`config.mk`:
```
export PLATFORM = sky130hd
export DESIGN_NAME = fft8_stream_ctrl
export DESIGN_NICKNAME = d
export VERILOG_FILES = /design/src/rtl/fft8_stream_ctrl.sv
export SDC_FILE = /design/constraint.sdc
export NUM_CORES = 1
export LEC_CHECK = 0
export BUFFER_PORTS_ARGS = -buffer_cell sky130_fd_sc_hd__buf_4
export CAP_MARGIN = 10
export CORE_MARGIN = 4
export CORE_UTILIZATION = 36
export DETAILED_ROUTE_END_ITERATION = 6
export HOLD_SLACK_MARGIN = 0.1
export PLACE_DENSITY = 0.67
export SLEW_MARGIN = 15
export SYNTH_ARGS = -nofsm -noshare
export SYNTH_HDL_FRONTEND = slang
export SYNTH_SLANG_ARGS = --single-unit
```
`constraint.sdc`:
```
create_clock -name clk -period 2.66 [get_ports clk]
set_input_delay 0.266 -clock clk [delete_from_list [all_inputs] [get_ports clk]]
set_output_delay 0.266 -clock clk [all_outputs]
set_load 0.05 [all_outputs]
```
`src/rtl/fft8_stream_ctrl.sv`:
```
// Streaming wrapper around an 8-point FFT core.
// Collects a frame, runs the core, then replays the bins.
module fft8_stream_ctrl #(
    parameter int DW          = 32,
    parameter int FFT_LATENCY = 4,
    parameter int CNT_W       = 16
) (
    input  logic              clk,
    input  logic              rst_n,
    input  logic              s_valid,
    output logic              s_ready,
    input  logic [DW-1:0]     s_data,
    input  logic              s_last,
    output logic [8*DW-1:0]   core_in,
    output logic              core_start,
    input  logic [8*DW-1:0]   core_out,
    output logic              m_valid,
    input  logic              m_ready,
    output logic [DW-1:0]     m_data,
    output logic [2:0]        m_index,
    output logic              m_last,
    output logic              busy,
    output logic              err_short,
    output logic              err_long,
    output logic [CNT_W-1:0]  frame_count
);

    typedef enum logic [1:0] {
        LOAD,
        RUN,
        UNLOAD
    } state_t;

    state_t            state;
    state_t            state_nxt;
    logic [DW-1:0]     ibuf [8];
    logic [DW-1:0]     obuf [8];
    logic [2:0]        idx;
    logic [2:0]        oidx;
    logic [3:0]        wcnt;
    logic [8*DW-1:0]   frame_nxt;
    logic [8*DW-1:0]   core_in_q;
    logic              s_hs;
    logic              m_hs;
    logic              in_end;
    logic              wdone;
    logic              err_short_q;
    logic              err_long_q;

    assign s_hs   = s_valid && (state == LOAD);
    assign m_hs   = m_ready && (state == UNLOAD);
    assign in_end = s_hs && ((idx == 3'd7) || s_last);
    assign wdone  = (wcnt == FFT_LATENCY[3:0]);

    // State register
    always_ff @(posedge clk or negedge rst_n) begin
        if (!rst_n) begin
            state <= LOAD;
        end else begin
            state <= state_nxt;
        end
    end

    // Next-state and handshake/status outputs
    always_comb begin
        state_nxt  = state;
        s_ready    = 1'b0;
        m_valid    = 1'b0;
        busy       = 1'b0;
        core_start = 1'b0;
        unique case (state)
            LOAD: begin
                s_ready = 1'b1;
                if (in_end) begin
                    state_nxt = RUN;
                end
            end
            RUN: begin
                busy       = 1'b1;
                core_start = (wcnt == 4'd0);
                if (wdone) begin
                    state_nxt = UNLOAD;
                end
            end
            UNLOAD: begin
                busy    = 1'b1;
                m_valid = 1'b1;
                if (m_hs && (oidx == 3'd7)) begin
                    state_nxt = LOAD;
                end
            end
            default: begin
                state_nxt = LOAD;
            end
        endcase
    end

    // Frame as it will look after this handshake: earlier lanes,
    // current sample, and zeros above it for a short frame
    always_comb begin
        frame_nxt = '0;
        for (int k = 0; k < 8; k++) begin
            if (3'(k) < idx) begin
                frame_nxt[k*DW +: DW] = ibuf[k];
            end else if (3'(k) == idx) begin
                frame_nxt[k*DW +: DW] = s_data;
            end else begin
                frame_nxt[k*DW +: DW] = '0;
            end
        end
    end

    // Input buffer and write index
    always_ff @(posedge clk or negedge rst_n) begin
        if (!rst_n) begin
            for (int k = 0; k < 8; k++) begin
                ibuf[k] <= '0;
            end
            idx <= 3'd0;
        end else if (in_end) begin
            for (int k = 0; k < 8; k++) begin
                ibuf[k] <= frame_nxt[k*DW +: DW];
            end
            idx <= 3'd0;
        end else if (s_hs) begin
            ibuf[idx] <= s_data;
            idx       <= idx + 3'd1;
        end
    end

    // Core inputs latched once per frame, held through RUN and after
    always_ff @(posedge clk or negedge rst_n) begin
        if (!rst_n) begin
            core_in_q <= '0;
        end else if (in_end) begin
            core_in_q <= frame_nxt;
        end
    end

    assign core_in = core_in_q;

    // Wait counter for the core pipeline
    always_ff @(posedge clk or negedge rst_n) begin
        if (!rst_n) begin
            wcnt <= 4'd0;
        end else if (in_end) begin
            wcnt <= 4'd0;
        end else if (state == RUN) begin
            wcnt <= wcnt + 4'd1;
        end
    end

    // Capture core results on the last RUN cycle
    always_ff @(posedge clk or negedge rst_n) begin
        if (!rst_n) begin
            for (int k = 0; k < 8; k++) begin
                obuf[k] <= '0;
            end
        end else if ((state == RUN) && wdone) begin
            for (int k = 0; k < 8; k++) begin
                obuf[k] <= core_out[k*DW +: DW];
            end
        end
    end

    // Output index and completed-frame counter
    always_ff @(posedge clk or negedge rst_n) begin
        if (!rst_n) begin
            oidx        <= 3'd0;
            frame_count <= '0;
        end else if (m_hs) begin
            oidx <= oidx + 3'd1;
            if (oidx == 3'd7) begin
                frame_count <= frame_count + CNT_W'(1);
            end
        end
    end

    // Framing error pulses, one cycle after the closing handshake
    always_ff @(posedge clk or negedge rst_n) begin
        if (!rst_n) begin
            err_short_q <= 1'b0;
            err_long_q  <= 1'b0;
        end else begin
            err_short_q <= in_end && s_last && (idx != 3'd7);
            err_long_q  <= in_end && !s_last && (idx == 3'd7);
        end
    end

    assign err_short = err_short_q;
    assign err_long  = err_long_q;
    assign m_data    = obuf[oidx];
    assign m_index   = oidx;
    assign m_last    = m_valid && (oidx == 3'd7);

endmodule
```
==> flow_summary.yaml, run 1 <==
status:
  status: "finished, violations left"
  failed_checks: "negative setup slack"
timing:
  drv_slew: 0
  hold_viol: 0
  worst_slack_ns: -0.101
  post-route-min-period_ns: 2.76
  tightest_slew_ns: 1.06
  clock.fmax_mhz: 362
  finClkSkew_ns: 0.0297
  finalCritPeriodShare_pct: 104
  rsz0062_at_grt: "yes"
  setup_viol: 32
  relSlewSlack_pct: 29.2
synthesis:
  synth_top_cells_by_count: "dfrtp_1 (766), nor2_1 (299), mux2_1 (256)"
  synth_top_family_by_area: "multiplexers"
  ys_ff_latch: 766
  syn-mean-instance-area_um2: 12.3
  synth_xor_area_share_pct: 0.513
  asyncSetResetFlopFracSynth_pct: 100
  synthFlopType: "dfrtp_1"
  netlist_instances: 2642
  synth-simple-area-share_pct: 8.56
  ys_seq_area_share_pct: 59.1
  synth_top_area_share_pct: 59.1
  synth_adder_area_share_pct: 0.463
  muxShareOfSynthArea_pct: 14.6
  post_synth_main_area_contributors: "dfrtp_1 (59%), mux2_1 (8.9%), a22o_1 (5.2%), mux4_2 (4.4%), nor2_1 (3.5%)"
  syn_area_um2: 32400
  yosysUniqueCellTypes: 51
  synth-edff-count: 0
  syn_nets: 2947
  synth.most_common_cell: "dfrtp_1"
  synth_compound_area_share_pct: 13.3
  ys_warn_count: 0
  post-synth-top-area-cell: "dfrtp_1"
critical_path:
  required_ns: 2.39
  cp_top_family: "multiplexers"
  cp-start-kind: "flop"
  end_kind: "output port"
  cp_slowest_cell: "dfrtp_4"
  timing.critical_path.from: "m_index[0]$_DFFE_PN0P_"
  reg2reg_from: "idx[0]$_DFFE_PN0P_"
  worstPathCellList: "buf_12 -> buf_6 -> buf_12 -> mux4_2 -> mux2_4 -> buf_8"
  reg2regPathDepth: 5
  path_buf_inv: 4
  path_class: "flop to output port"
  rrSetupSlack_ns: 0.23
  critPathArrivalTime_ns: 2.50
  crit_fanout: 6
  cp.depth: 6
  cp_common_cell: "buf_12"
  max_stage_delay_ns: 0.50
drt:
  ant_nets: 0
  drc: 0
  post_drt_wl_per_cell_um: 24.5
  firstDrtPassIters: 7
  viasPerCell: 5.49
  vias: 25800
  drt_wl_total_mm: 116
  drtIter0Drc: 2158
global_routing:
  grt_pass1_wl_mm: 172
  grt_antenna_before_repair: 7
  grt_usage_pct: 23.7
  grt_start_max_net_pins: 127
  grt_pass1_vias: 26800
  grt_overflow: 0
die:
  die_x_um: 308
  boundaryPins: 607
  dieArea_um2: 95000
  rows: 109
  die_h_um: 308
  start_util_pct: 36.5
  core_um2: 88900
clock_network:
  h-tree-depth: 3
  cts.sinks: 766
  numCtsBuffers: 85
  cts-root-buf: "clkbuf_16"
  cts_buffer_depth: 3
  clock_latency_ns: 0.65
  clk_pin_slew_worst_paths_ns: 0.06
  tritoncts: "yes"
layout:
  fin_nets: 3778
  syn_to_final_growth_pct: 37.8
  final_cell_area_um2: 44700
  final_layout_size_suffix_gt1_share_pct: 27.4
placed_design:
  gp_congestion: 0.798
  place_area_um2: 38500
  port_buffers: 606
  dpl.hpwl_mm: 72.6
power:
  vdd_drop_max_mv: 1.04
  p_leak_nw: 20.3
  p_per_area_nw_per_um2: 1320
  totalPowerFinal_w: 0.0588
worst_hold_path:
  hold_path.class: "primary input to asynchronous set/reset pin"
flow_run:
  cap_violations: 0
-- sequential cells by signal, summed over array words and instances, names as in the netlist --
register and cells:
m_index 3, ibuf 224, err_long 1, obuf 256, err_short 1, state 2
core_in 256, idx 3, wcnt 4, frame_count 16
-- path summary, 6_finish.rpt --
kind / end
min in group clk: err_short$_DFF_PN0_
setup / recovery: m_data[22]
max in group asynchronous: ibuf[175]$_DFFE_PN0P_
hold / removal: core_in[41]$_DFFE_PN0P_
hold reg to reg: core_in[79]$_DFFE_PN0P_
setup reg to reg: ibuf[190]$_DFFE_PN0P_
-- layer usage --
metal	up-vias	part of all wire [%]	global-route usage (%)	wire (um)
met3	251	9.1	7.09	10500
li1	11300	-	-	-
met5	-	0.029	0	34
met1	13100	40	29.7	45800
met2	1205	47	38.7	54800
met4	6	3.8	9.00	4450
-- area by class of cell --
| cell class | count | area (um2) |
|---|---|---|
| fillers | 7544 | 44200 |
| flip-flops and latches | 766 | 19200 |
| multi-input cells | 1610 | 12300 |
| repair buffers | 1002 | 8920 |
| clock buffers | 132 | 2510 |
| well taps | 1165 | 1460 |
| clock inverters | 22 | 289 |
| inverters | 8 | 30.0 |
| diodes | 6 | 15.0 |
-- metrics by stage --
step           worst slack [ns]  hold WS (ns)  TNS (ns)  util, %  instances
2_1_floorplan            0.0921       -0.0296         0        -       2642
3_3_place_gp              0.272         0.269         0     43.3       4248
3_5_place_dp              0.243         0.272         0     43.3       4248
4_1_cts                  -0.162         0.115     -3.17     50.2       4704
5_1_grt                  -0.186         0.157     -4.88     50.2       4708
6_report                 -0.101         0.164     -2.20     50.2       4711
-- what timing repair did --
| item | CTS | global route |
|---|---|---|
| hold buffers | 291 | 0 |
| buffers inserted | 9 | 1 |
| gates resized for setup | 49 | 9 |
| endpoints found under the hold margin | 962 | 0 |
| setup endpoints to repair | 32 | 32 |
| cloned | 4 | 0 |
-- kinds of logic (layout without fill, tap and decap cells) --
logic type	Yosys count	count (layout)
compound gates	567	567
other cells	0	6
xor+xnor	19	19
fa+ha+maj	12	12
flops	766	766
buf+inv	266	1164
mux	356	356
simple gates	656	656
-- power by group --
part / switching [W] / internal (W) / leakage (nW)
registers: 0.00323 / 0.0164 / 9.59
clock network: 0.00499 / 0.00694 / 1.37
logic: 0.0171 / 0.0102 / 9.35
-- worst reg2reg max path, cell delays in order (launching register included) --
cell,delay (ns)
dfrtp_2,0.40
ha_1,0.20
ha_1,0.25
or2_1,0.37
o21ai_4,0.81
a221o_1,0.31
-- cell usage in the layout (no fill, tap or decap), drive strengths merged, types with 3 or more instances in the layout --
cell,synthesis,final
bufinv,0,4
xnor2,10,10
o211ai,3,3
a21oi,38,38
a221oi,95,95
nand2,179,179
buf,103,711
clkbuf,155,132
and2,7,7
ha,12,12
nor2,301,301
nand3,137,137
nor2b,3,3
a221o,32,32
mux2,291,291
xor2,9,9
dfrtp,766,766
clkinv,0,6
a22o,192,192
inv,8,18
mux4,64,64
dlygate4sd3,0,291
nor3,4,4
nor4,5,5
a31oi,96,96
o21ai,72,72
nand4,5,5
diode,0,6
a21o,34,34
and3,6,6
Power figures use the tool's default switching activity.
==> inputs of run 2 (changes only) <==
Settings changed: CORE_MARGIN 4 to 2, CTS_CLUSTER_DIAMETER from default to 30, CTS_CLUSTER_SIZE from default to 8.
==> run 2 against run 1 <==
- combinational power is essentially flat
- sequential share of layout area shrank 3.0 points
- register-to-register slack is essentially flat
- non-clock buffer count shrank 3
- clock-buffer cell count grew 85
- critical path type unchanged
- final area grew 7.6%
- core utilization grew 3.4 points
- hold slack lost 0.0076 ns
- the flow still finishes with violations (negative setup slack)
- global-route usage grew 1.4 points
- die area shrank 2.6%
- clock skew grew 0.0043 ns
- power grew 19%
==> flow_summary.yaml, run 2 (synthesis results as in run 1) <==
placed_design:
  pre_cts_ws_ns: 0.279
  port_buffers: 606
  dpl.hpwl_mm: 70.3
  gp_congestion: 0.830
layout:
  fin_nets: 3862
  final_cell_mix: "dfrtp_1 (760), buf_4 (643), nor2_1 (296), dlygate4sd3_1 (293), mux2_1 (256)"
  mostFrequentLayoutCell: "dfrtp_1"
  n_fill_cell: 7214
  syn_to_final_growth_pct: 48.3
  seq_area_um2: 19200
  multi_input_area_um2: 12300
  final_layout_size_suffix_gt1_share_pct: 30.5
drt:
  drt_wl_total_mm: 118
  viasPerCell: 5.51
  firstDrtPassIters: 6
  vias: 26900
  ant_nets: 0
  post_drt_wl_per_cell_um: 24.2
  drtIter0Drc: 2464
  drc: 0
critical_path:
  worstPathCellList: "buf_12 -> buf_16 -> mux4_2 -> mux2_2 -> buf_6"
  cp_top_family: "multiplexers"
  cp-start-kind: "flop"
  end_kind: "output port"
  path_class: "flop to output port"
  required_ns: 2.39
  reg2regPathDepth: 7
  cp_slowest_cell: "mux4_2"
  reg2reg_from: "idx[1]$_DFFE_PN0P_"
  rrSetupSlack_ns: 0.24
  crit_fanout: 9
  max_stage_delay_ns: 0.53
  path_buf_inv: 3
  reg2reg_to: "ibuf[164]$_DFFE_PN0P_"
  critPathArrivalTime_ns: 2.52
die:
  die_h_um: 304
  dieArea_um2: 92500
  start_util_pct: 36.2
  core_um2: 89600
  die_x_um: 304
  rows: 110
  boundaryPins: 607
power:
  p_int_w: 0.0422
  p_switching_w: 0.0276
  clockPowerShare_pct: 32.8
  totalPowerFinal_w: 0.0697
  p_comb_share_pct: 38.7
  p_seq_share_pct: 28.5
  power_switching_share_pct: 39.5
  vdd_drop_max_mv: 1.22
  p_leak_nw: 21.9
  p_per_area_nw_per_um2: 1450
timing:
  post-route-min-period_ns: 2.78
  hold_viol: 0
  relSlewSlack_pct: 31.6
  fin_hold_ws_ns: 0.156
  rsz0062_at_grt: "yes"
  clock.fmax_mhz: 359
  worst_slack_ns: -0.125
  setup_viol: 32
  tightest_slew_ns: 1.02
  final.setup.tns_ns: -3.07
  finClkSkew_ns: 0.0340
  drv_slew: 0
  finalCritPeriodShare_pct: 105
clock_network:
  numCtsBuffers: 172
  cts-root-buf: "clkbuf_16"
  cts.sinks: 766
  tritoncts: "yes"
  clock_latency_ns: 0.76
  h-tree-depth: 4
  cts_buffer_depth: 3
  clk_pin_slew_worst_paths_ns: 0.05
global_routing:
  grt_start_max_net_pins: 137
  met2_usage_pct: 40.5
  grt_usage_pct: 25.1
  grt_pass1_wl_mm: 178
  use_met3_pct: 7.59
  grt_pass1_vias: 28100
  grt_antenna_before_repair: 6
  grt_overflow: 0
  busiest_layer: "met2"
  grtUsageMet1_pct: 31.7
status:
  status: "finished, violations left"
  failed_checks: "negative setup slack"
worst_hold_path:
  hold-path-cell-count: 3
  hold_path.class: "primary input to flop"
  min_from: "s_valid"
  whs_endpoint: "idx[2]$_DFFE_PN0P_"
flow_run:
  cap_violations: 0
==> run 2: timing repair <==
action / in CTS / in global routing
buffers inserted: 6 / 0
endpoints found under the setup margin: 32 / 32
endpoints found under the hold margin: 1239 / 0
resized for setup: 37 / 14
cloned: 4 / 1
hold buffers: 294 / 0
==> run 2: area by class of cell <==
class	count	share of cell area [%]
antenna	5	0.0260
tap	1176	3.06
multi-input combinational	1610	25.5
timing repair buffer	999	18.4
clock inverter	99	3.26
sequential	766	39.9
inverter	8	0.0624
clock buffer	217	9.83
==> run 2: worst reg2reg max path: stages (launching register included) <==
cell,delay [ns]
dfrtp_2,0.48
ha_1,0.21
ha_1,0.25
or2_1,0.35
nor2_2,0.22
and2_1,0.17
buf_4,0.41
a221o_1,0.27
==> run 2: worst max-delay path by stage <==
stage | start | to | slack (ns) | cells after the start
finish | m_index[0]$_DFFE_PN0P_ | m_data[10] | -0.12 | 5
floorplan | state[1]$_DFFE_PN0P_ | core_start | 0.09 | 4
CTS | m_index[0]$_DFFE_PN0P_ | m_data[8] | -0.22 | 6
global placement | idx[1]$_DFFE_PN0P_ | ibuf[188]$_DFFE_PN0P_ | 0.35 | 7
global route | m_index[0]$_DFFE_PN0P_ | m_data[10] | -0.23 | 5
detailed placement | idx[1]$_DFFE_PN0P_ | ibuf[174]$_DFFE_PN0P_ | 0.28 | 7
==> run 2: layer usage <==
layer,share of wire (%),vias to the layer above
li1,-,11500
met1,40,13600
met2,48,1465
met3,9.2,279
met4,3.4,2
met5,0.011,-
==> run 2: power groups by stage <==
stage	Combinational [W]	Clock, W	Sequential, W
floorplan	0.0117	0	0.0244
global placement	0.0249	0	0.0196
detailed placement	0.0254	0	0.0196
CTS	0.0267	0.0230	0.0195
global route	0.0284	0.0238	0.0203
finish	0.0270	0.0229	0.0199
==> run 2: per-stage QoR <==
step	util (%)	cells	area, um2
after floorplan	-	2642	32400
after global placement	42.9	4255	38500
after detailed placement	42.9	4255	38500
after CTS	53.6	4875	48000
after global routing	53.7	4879	48100
final	53.7	4880	48100
